[config.mk]
export PLATFORM = sky130hd
export DESIGN_NAME = mul_div_unit
export DESIGN_NICKNAME = d
export VERILOG_FILES = /design/src/rtl/mdu_pkg.sv /design/src/rtl/mdu_step.sv /design/src/rtl/mul_div_unit.sv
export SDC_FILE = /design/constraint.sdc
export NUM_CORES = 1
export LEC_CHECK = 0
export BUFFER_PORTS_ARGS = -buffer_cell sky130_fd_sc_hd__buf_2
export CAP_MARGIN = 10
export CORE_AREA = 4 4 114 197
export CTS_CLUSTER_DIAMETER = 100
export DETAILED_ROUTE_END_ITERATION = 7
export DIE_AREA = 0 0 118 201
export PLACE_DENSITY = 0.73
export SLEW_MARGIN = 5
export SYNTH_ARGS = -nofsm -noshare
export SYNTH_HDL_FRONTEND = slang
export SYNTH_SLANG_ARGS = --single-unit
[constraint.sdc]
create_clock -name clk -period 3.7 [get_ports clk]
set_input_delay 0.555 -clock clk [delete_from_list [all_inputs] [get_ports clk]]
set_output_delay 0.555 -clock clk [all_outputs]
set_load 0.02 [all_outputs]
[src/rtl/mdu_pkg.sv]
// Shared definitions for the iterative multiply/divide unit: op codes, FSM states, default width.
package mdu_pkg;
    localparam int WIDTH_DEF = 32;

    localparam logic [1:0] OP_MUL  = 2'b00;
    localparam logic [1:0] OP_MULH = 2'b01;
    localparam logic [1:0] OP_DIV  = 2'b10;
    localparam logic [1:0] OP_REM  = 2'b11;

    typedef enum logic [1:0] {
        IDLE = 2'b00,
        CALC = 2'b01,
        DONE = 2'b10
    } state_t;
endpackage

[src/rtl/mdu_step.sv]
// Single iteration kernel: shift-add multiply step or restoring-divide trial subtract.
// Purely combinational; no flow control.
module mdu_step #(
    parameter int WIDTH = 32
) (
    input  logic [2*WIDTH-1:0] acc,
    input  logic [WIDTH-1:0]   operand,
    input  logic               is_div,
    output logic [2*WIDTH-1:0] acc_next
);
    logic [WIDTH:0] sum;
    logic [WIDTH:0] pr;
    logic [WIDTH:0] diff;

    always_comb begin
        // Multiply: {high, multiplier} shifts right; the carry lands in the top bit.
        sum  = {1'b0, acc[2*WIDTH-1:WIDTH]} + {1'b0, {WIDTH{acc[0]}} & operand};
        // Divide: {remainder, dividend/quotient} shifts left; quotient bits enter at bit 0.
        pr   = {acc[2*WIDTH-1:WIDTH], acc[WIDTH-1]};
        diff = pr - {1'b0, operand};
        if (is_div) begin
            if (diff[WIDTH]) acc_next = {pr[WIDTH-1:0], acc[WIDTH-2:0], 1'b0};
            else             acc_next = {diff[WIDTH-1:0], acc[WIDTH-2:0], 1'b1};
        end else begin
            acc_next = {sum, acc[WIDTH-1:1]};
        end
    end
endmodule

[src/rtl/mul_div_unit.sv]
// Iterative 32-step multiply/divide feeding the register-file write port; MDU_SIGNED_EN selects signed ops.
// Latency: start at E0, result and one-cycle L_S after E32; busy ignores start until back in IDLE.
module mul_div_unit
    import mdu_pkg::*;
#(
    parameter int WIDTH = WIDTH_DEF
) (
    input  logic             clk,
    input  logic             rst_n,
    input  logic             start,
    input  logic [1:0]       op,
    input  logic [WIDTH-1:0] rdata_A,
    input  logic [WIDTH-1:0] rdata_B,
    input  logic [4:0]       dst_addr,
    output logic             busy,
    output logic             done,
    output logic             L_S,
    output logic [4:0]       Wt_addr,
    output logic [WIDTH-1:0] Wt_data
);
    localparam int CW = $clog2(WIDTH);

    state_t             state, state_nxt;
    logic [CW-1:0]      cnt;
    logic [2*WIDTH-1:0] acc, acc_next;
    logic [WIDTH-1:0]   opnd;
    logic [1:0]         op_q;
    logic [WIDTH-1:0]   a_in, b_in;
    logic [2*WIDTH-1:0] prod;
    logic [WIDTH-1:0]   quo, rem, result;
`ifdef MDU_SIGNED_EN
    logic               sign_a, sign_b;
`endif

    mdu_step #(.WIDTH(WIDTH)) u_step (
        .acc      (acc),
        .operand  (opnd),
        .is_div   (op_q[1]),
        .acc_next (acc_next)
    );

    always_comb begin
`ifdef MDU_SIGNED_EN
        a_in = rdata_A[WIDTH-1] ? -rdata_A : rdata_A;
        b_in = rdata_B[WIDTH-1] ? -rdata_B : rdata_B;
`else
        a_in = rdata_A;
        b_in = rdata_B;
`endif
    end

    always_comb begin
        prod = acc_next;
        quo  = acc_next[WIDTH-1:0];
        rem  = acc_next[2*WIDTH-1:WIDTH];
`ifdef MDU_SIGNED_EN
        // Divide by zero keeps the all-ones quotient and returns A via the dividend sign.
        if (sign_a ^ sign_b)                 prod = -acc_next;
        if ((sign_a ^ sign_b) && opnd != '0) quo  = -acc_next[WIDTH-1:0];
        if (sign_a)                          rem  = -acc_next[2*WIDTH-1:WIDTH];
`endif
        case (op_q)
            OP_MUL:  result = prod[WIDTH-1:0];
            OP_MULH: result = prod[2*WIDTH-1:WIDTH];
            OP_DIV:  result = quo;
            default: result = rem;
        endcase
    end

    always_comb begin
        state_nxt = state;
        case (state)
            IDLE:    if (start) state_nxt = CALC;
            CALC:    if (cnt == '0) state_nxt = DONE;
            DONE:    state_nxt = IDLE;
            default: state_nxt = IDLE;
        endcase
    end

    always_ff @(posedge clk or negedge rst_n) begin
        if (!rst_n) begin
            state   <= IDLE;
            cnt     <= '0;
            acc     <= '0;
            opnd    <= '0;
            op_q    <= OP_MUL;
            Wt_addr <= '0;
            Wt_data <= '0;
`ifdef MDU_SIGNED_EN
            sign_a  <= 1'b0;
            sign_b  <= 1'b0;
`endif
        end else begin
            state <= state_nxt;
            case (state)
                IDLE: if (start) begin
                    cnt     <= CW'(WIDTH - 1);
                    op_q    <= op;
                    Wt_addr <= dst_addr;
                    if (op[1]) begin
                        acc  <= {{WIDTH{1'b0}}, a_in};
                        opnd <= b_in;
                    end else begin
                        acc  <= {{WIDTH{1'b0}}, b_in};
                        opnd <= a_in;
                    end
`ifdef MDU_SIGNED_EN
                    sign_a <= rdata_A[WIDTH-1];
                    sign_b <= rdata_B[WIDTH-1];
`endif
                end
                CALC: begin
                    acc <= acc_next;
                    if (cnt != '0) cnt <= cnt - 1'b1;
                    else           Wt_data <= result;
                end
                default: ;
            endcase
        end
    end

    assign busy = (state != IDLE);
    assign done = (state == DONE);
    assign L_S  = done;
endmodule

## Word-level counts from Yosys, hierarchy flattened

Index checks and enable logic that the tools add are counted.

| word-level totals | value |
|---|---|
| register bits | 142 |
| word-level logic and storage cells | 43 |

| cells by class | value |
|---|---|
| add/sub/neg operators | 3 |
| equality and inequality tests | 6 |
| mux-type cells | 13 |
| bitwise logic cells | 2 |
| reductions and logical operators | 12 |

Operator list:

| cell | count |
|---|---|
| $mux 64 | 3 |
| $pmux 64 s2 | 1 |
| $mux 32 | 3 |
| $add 32x32->33 | 1 |
| $sub 33x32->33 | 1 |
| $and 32x32->32 | 1 |
| $mux 5 | 2 |
| $pmux 5 s2 | 1 |
| $reduce_and 2->1 | 4 |
| $ne 2x2->1 const B | 3 |
| $logic_not 5->1 | 1 |
| $reduce_bool 5->1 | 1 |
| $sub 5x1->5 const B | 1 |
| $eq 2x2->1 const B | 2 |
| $logic_not 2->1 | 2 |
| $mux 2 | 2 |
| $pmux 2 s2 | 1 |
| $reduce_bool 2->1 | 2 |
| $reduce_and 3->1 | 1 |
| $eq 2x1->1 const B | 1 |
| $reduce_or 2->1 | 1 |
| $not 1->1 | 1 |

## Depth between registers and ports, before layout

| logic depth | value |
|---|---|
| depth after elaboration | 4 |
| gate-level depth with buffers | 16 |

## Modules after synthesis

Synthesis repeated with hierarchy kept, for this count alone.

| second synthesis, totals | value |
|---|---|
| cell total of the unflattened synthesis | 1,280 |
| area, all modules | 11,383.4 um2 |

By module, submodules not included:

| module | instances | cells an instance | area each (um2) | seq. area each (um2) |
|---|---|---|---|---|
| mul_div_unit | 1 | 604 | 6,705.2 | 3,553.4 |
| mdu_step | 1 | 676 | 4,678.2 | 0.0 |

## Least setup slack after synthesis

OpenSTA, ideal clock, no wires.

| timing | value |
|---|---|
| path kind | reg-to-reg |
| from | register acc[0] |
| to | register Wt_data[31] |
| arrival | 3.515 ns |
| data required time | 3.574 ns |
| slack | 0.059 ns |
| cell stages (with the launch flop) | 14 |
| buffers on the path | 1 |
| clock period less this slack | 3.641 ns |
| cells stage by stage | dfrtp_1 > clkbuf_1 > and2_1 > ha_1 > fa_1 > a211oi_1 > o21ai_0 > a2111oi_0 > o31ai_1 > a211oi_2 > o21ai_0 > a2111oi_0 > a21oi_1 > a221o_1 |

| between the ends | value |
|---|---|
| longest elaborated chain between the ends | 4 |

RTL lines:

| element | line | RTL |
|---|---|---|
| start: declaration | mul_div_unit.sv:25 | `logic [2*WIDTH-1:0] acc, acc_next;` |
| start signal: assignment | mul_div_unit.sv:101 | `acc <= {{WIDTH{1'b0}}, a_in};` |
| start signal: assignment | mul_div_unit.sv:104 | `acc <= {{WIDTH{1'b0}}, b_in};` |
| start signal: assignment | mul_div_unit.sv:113 | `acc <= acc_next;` |
| $and 32x32->32 | mdu_step.sv:17 | `sum = {1'b0, acc[2*WIDTH-1:WIDTH]} + {1'b0, {WIDTH{acc[0]}} & operand};` |
| $add 32x32->33 | mdu_step.sv:17 |  |
| $mux 64 | mdu_step.sv:21 | `if (is_div) begin` |
| $mux 32 | mul_div_unit.sv:62 | `case (op_q)` |
| end signal: assignment | mul_div_unit.sv:115 | `else Wt_data <= result;` |
| end: declaration | mul_div_unit.sv:19 | `output logic [WIDTH-1:0] Wt_data` |

Every way passes these cells.
A chain may end at the register's enable or synchronous reset.

## Worst setup path after layout

| timing | value |
|---|---|
| from | register acc[31] |
| to | register acc[40] |

| between the ends | value |
|---|---|
| longest elaborated chain between the ends | 4 |

RTL lines:

| element | line | RTL |
|---|---|---|
| $sub 33x32->33 | mdu_step.sv:20 | `diff = pr - {1'b0, operand};` |
| $mux 64 | mdu_step.sv:22 | `if (diff[WIDTH]) acc_next = {pr[WIDTH-1:0], acc[WIDTH-2:0], 1'b0};` |
| $mux 64 | mdu_step.sv:21 |  |
| $pmux 64 s2 | mul_div_unit.sv:95 | `case (state)` |

Every way passes these cells.

==> PnR_summary.wiki <==
{| class="wikitable"
! Metric !! Value
|-
| Peak fanout along the critical path || 10
|-
| Number of placed cells counting well taps || 1708
|-
| Element type at the critical path end || flip-flop
|-
| Worst setup path class || reg2reg
|-
| Proportion of layout cells with a drive suffix above 1 || about 23%
|-
| Die footprint || about 24000 sq um
|-
| Initial core utilization || between 50% and 60%
|-
| Endpoint arrival time on the critical path || 3.87 ns
|-
| Count of routing violations after the opening detailed-route iteration || 980
|-
| Worst slew margin relative to its limit || 46.9%
|-
| Status || finished clean
|-
| Final setup skew || 0.0131 ns
|-
| HPWL Detailed || 29000 um
|-
| Worst-Skew Late Latency || around 0.43 ns
|-
| Proportion of synthesized chip area in sequential cells || a little under a third
|-
| Clock tree from TritonCTS || built
|-
| CTS hold repair buffers || 0
|-
| Mean Syn Cell Area || 8.51 sq um
|-
| HP Class || in2async
|-
| Max-cap violation count || 0
|-
| Antenna violation net count after detailed routing || 0
|-
| Final cycle utilization of the critical path || roughly 97%
|-
| Yosys reg bits || ~140
|-
| GRT Resource Usage Total || between 30% and 40%
|-
| Quantity of I/O buffers inserted on ports || 113
|-
| Vias || 11100
|-
| Length of the first detailed-routing pass in iterations || 5
|-
| Worst setup startpoint || acc[31]
|-
| TritonCTS Buffers || 17
|-
| Root Buffer Master || sky130_fd_sc_hd__clkbuf_16
|-
| Total Nets Final || between 1500 and 2000
|-
| Post-Syn Instances || between 1000 and 1500
|-
| Syn_nets || 1450
|-
| Wire length of the first global-routing pass || 60200 um
|-
| RSZ-0062 raised after global routing || yes
|-
| Worst hold slack after final layout || 0.135 ns
|-
| Maximum clock insertion buffer count || 2
|-
| Clock net sink count || 142
|-
| Peak per-stage delay on the critical path || 0.40 ns
|-
| Crit path required time || 3.97 ns
|-
| Routed wire per std cell || 22.2 um
|-
| Routability congestion estimate from global placement || 0.995
|-
| Maximum number of pins on one net before global-route repair || ~80
|-
| Post-synth design cell area || 11100 sq um
|-
| Element type at the critical path start || flip-flop
|-
| Final setup viols || 0
|-
| Fraction of synthesis flops using an asynchronous set or reset pin || 100%
|-
| Post-synthesis to final-layout area growth || 22.9%
|-
| Count of final max-slew check failures || 0
|-
| Number of flops mapped to enable cells by yosys || 0
|-
| Measured slew at the worst slew-check pin || 0.795 ns
|-
| Number of different library cells in the post-synthesis netlist || 70
|-
| GR Overflow Total || 0
|-
| Post-detailed-route DRC marker count || 0
|-
| Critical register-to-register path startpoint || acc[31]
|-
| Ys flop type || sky130_fd_sc_hd__dfrtp_1
|-
| Total length of routed wires || between 30000 and 40000 um
|-
| Count of inserted antenna diode cells || 0
|-
| Vias in the first global route || around 11000
|-
| Ports placed on the boundary || 114
|-
| Area of the core || 20800 sq um
|-
| Yosys warning count || 0
|-
| Via count normalized by instance count || around 6.3
|-
| Min cycle time layout || around 3.6 ns
|-
| Vertical die dimension || between 200 and 250 um
|-
| Number of placement rows || 70
|-
| Number of standard cells in the final layout excluding fillers || 1755
|-
| X dimension of the die || about 120 um
|-
| Cells along the critical path || inv_2 > ha_4 > inv_2 > fa_2 > a211o_1 > a2111oi_4 > nand2b_4 > a2111oi_4 > o21bai_2 > a221oi_4 > xnor2_4 > buf_12 > buf_12 > clkbuf_16 > nor2_1 > a21oi_1 > o221ai_1
|-
| CTS H-tree lvls || 4
|-
| Maximum achievable frequency || 0.278 GHz
|-
| Slowest stage cell on the critical path || sky130_fd_sc_hd__dfrtp_1
|-
| Total count of hold-check failures in the final report || 0
|-
| Initial antenna violation count || 0
|-
| Post-CTS clock slew at the launch and capture registers of the worst setup and hold paths || 0.07 ns
|}
==> metal layers <==
| metal | GRT usage, % | vias up | wire [um] |
|---|---|---|---|
| li1 | - | 5129 | - |
| met1 | 39.9 | 5342 | 14900 |
| met3 | 4.74 | 149 | 3050 |
| met5 | 0 | - | 0 |
| met4 | 17.4 | 0 | 2330 |
| met2 | 53.5 | 486 | 18600 |
==> Yosys cell counts, drive strengths merged, types with 2 or more instances <==
master	count	area share, %
nand2	156	5.3
xnor2	31	2.5
ha	66	7.4
mux2i	117	11
nor4	5	0.28
a32oi	2	0.16
and3	4	0.22
a21o	26	1.8
o221ai	28	2.2
o211a	2	0.18
or3	6	0.34
a221o	2	0.18
nand4	16	0.90
clkbuf	65	2.2
a2111oi	9	1.0
a211oi	11	0.83
a21boi	5	0.34
a22o	3	0.24
nand2b	5	0.30
buf	13	0.64
fa	2	0.36
nor3	25	1.1
o22ai	2	0.11
dfrtp	142	32
mux2	10	1.1
nor2b	14	0.79
o31ai	14	0.94
o21a	11	0.74
a22oi	3	0.20
a31oi	9	0.51
o211ai	14	0.94
o221a	2	0.20
xor2	25	2.0
a211o	9	0.71
a41o	2	0.18
and2	40	2.2
nand3	31	1.4
nor2	86	2.9
or2	5	0.28
a21oi	95	4.3
o21ai	105	4.8
o21bai	8	0.57
a221oi	22	1.8
inv	51	1.7
==> cell usage in the layout, fill, tap and decap left out, types with 11 or more instances in the layout <==
cell                        Yosys  final
sky130_fd_sc_hd__nand3_1       31     31
sky130_fd_sc_hd__clkbuf_16      0     19
sky130_fd_sc_hd__nand2_1      155    153
sky130_fd_sc_hd__mux2i_1      117    111
sky130_fd_sc_hd__o21a_1        11     11
sky130_fd_sc_hd__buf_2          3    111
sky130_fd_sc_hd__a21o_1        26     26
sky130_fd_sc_hd__a21oi_1       94     92
sky130_fd_sc_hd__nor2b_1       14     13
sky130_fd_sc_hd__and2_1        40     39
sky130_fd_sc_hd__o211ai_1      14     14
sky130_fd_sc_hd__o21ai_1       11     16
sky130_fd_sc_hd__nor2_1        86     85
sky130_fd_sc_hd__o31ai_1       14     12
sky130_fd_sc_hd__nor3_1        25     25
sky130_fd_sc_hd__inv_1         51     49
sky130_fd_sc_hd__xor2_1        25     25
sky130_fd_sc_hd__nand4_1       16     16
sky130_fd_sc_hd__ha_1          66     57
sky130_fd_sc_hd__o221ai_1      28     28
sky130_fd_sc_hd__buf_4          1    119
sky130_fd_sc_hd__dfrtp_1      142    138
sky130_fd_sc_hd__xnor2_1       30     30
sky130_fd_sc_hd__a221oi_1      21     20
sky130_fd_sc_hd__o21ai_0       93     86
==> final cells by class <==
class                      count  area, sq um
timing repair buffer         243         1680
multi-input combinational   1036         7360
inverter                      52          195
fill                        1762         7170
sequential                   142         3560
clock inverter                 9         86.3
clock buffer                  21          470
tap                          252          315
==> repair_timing <==
action / in CTS / in global routing
gates resized for setup: 11 / 61
pin swaps: 0 / 27
buffers inserted: 0 / 15
endpoints found under the setup margin: 42 / 60
cloned: 0 / 2
==> metrics by stage <==
stage          worst slack (ns)  setup TNS [ns]  utilization, %  cell area (sq um)
2_1_floorplan            0.0589               0               -              11100
3_3_place_gp             -0.195          -0.358            60.6              12600
3_5_place_dp             -0.201           -1.56            60.6              12600
4_1_cts                  0.0136               0            63.5              13200
5_1_grt                 -0.0713          -0.987            65.6              13700
6_report                  0.102               0            65.6              13700
==> kinds of logic (layout without fill, tap and decap cells) <==
family,Yosys count,after routing,share of synthesized area (%)
xor+xnor,56,56,4.47
compound gates,390,390,23.4
fa+ha+maj,68,68,7.78
buf+inv,130,325,4.60
mux,127,127,11.6
simple gates,395,395,16.2
flops,142,142,31.9
==> path summary, 6_finish.rpt <==
kind                                    end  slack (ns)  cells after the start
worst max-delay path                acc[40]        0.10                     17
worst min-delay path                 acc[7]        0.14                      1
worst max register to register      acc[40]        0.10                     17
worst min register to register  Wt_data[18]        0.48                      2
max in group asynchronous           acc[32]        2.69                      2
min in group clk                 Wt_addr[4]        0.31                      3
==> critical path: cells and delay by family, from the launching register on <==
family,cells,cell delay (ns)
AO/OA/AOI/OAI,7,1.53
buffers and inverters,5,0.52
adder cells (fa/ha/maj),2,0.51
flip-flops,1,0.40
AND/OR/NAND/NOR,2,0.26
XOR/XNOR,1,0.21
==> state kept, by name (all words and copies together) (netlist names) <==
signal   flops
acc         64
Wt_data     32
opnd        32
Wt_addr      5
cnt          5
op_q         2
state        2
Power is not shown: default switching activity piles up to over one toggle a cycle in this logic, so the estimate is an artifact.
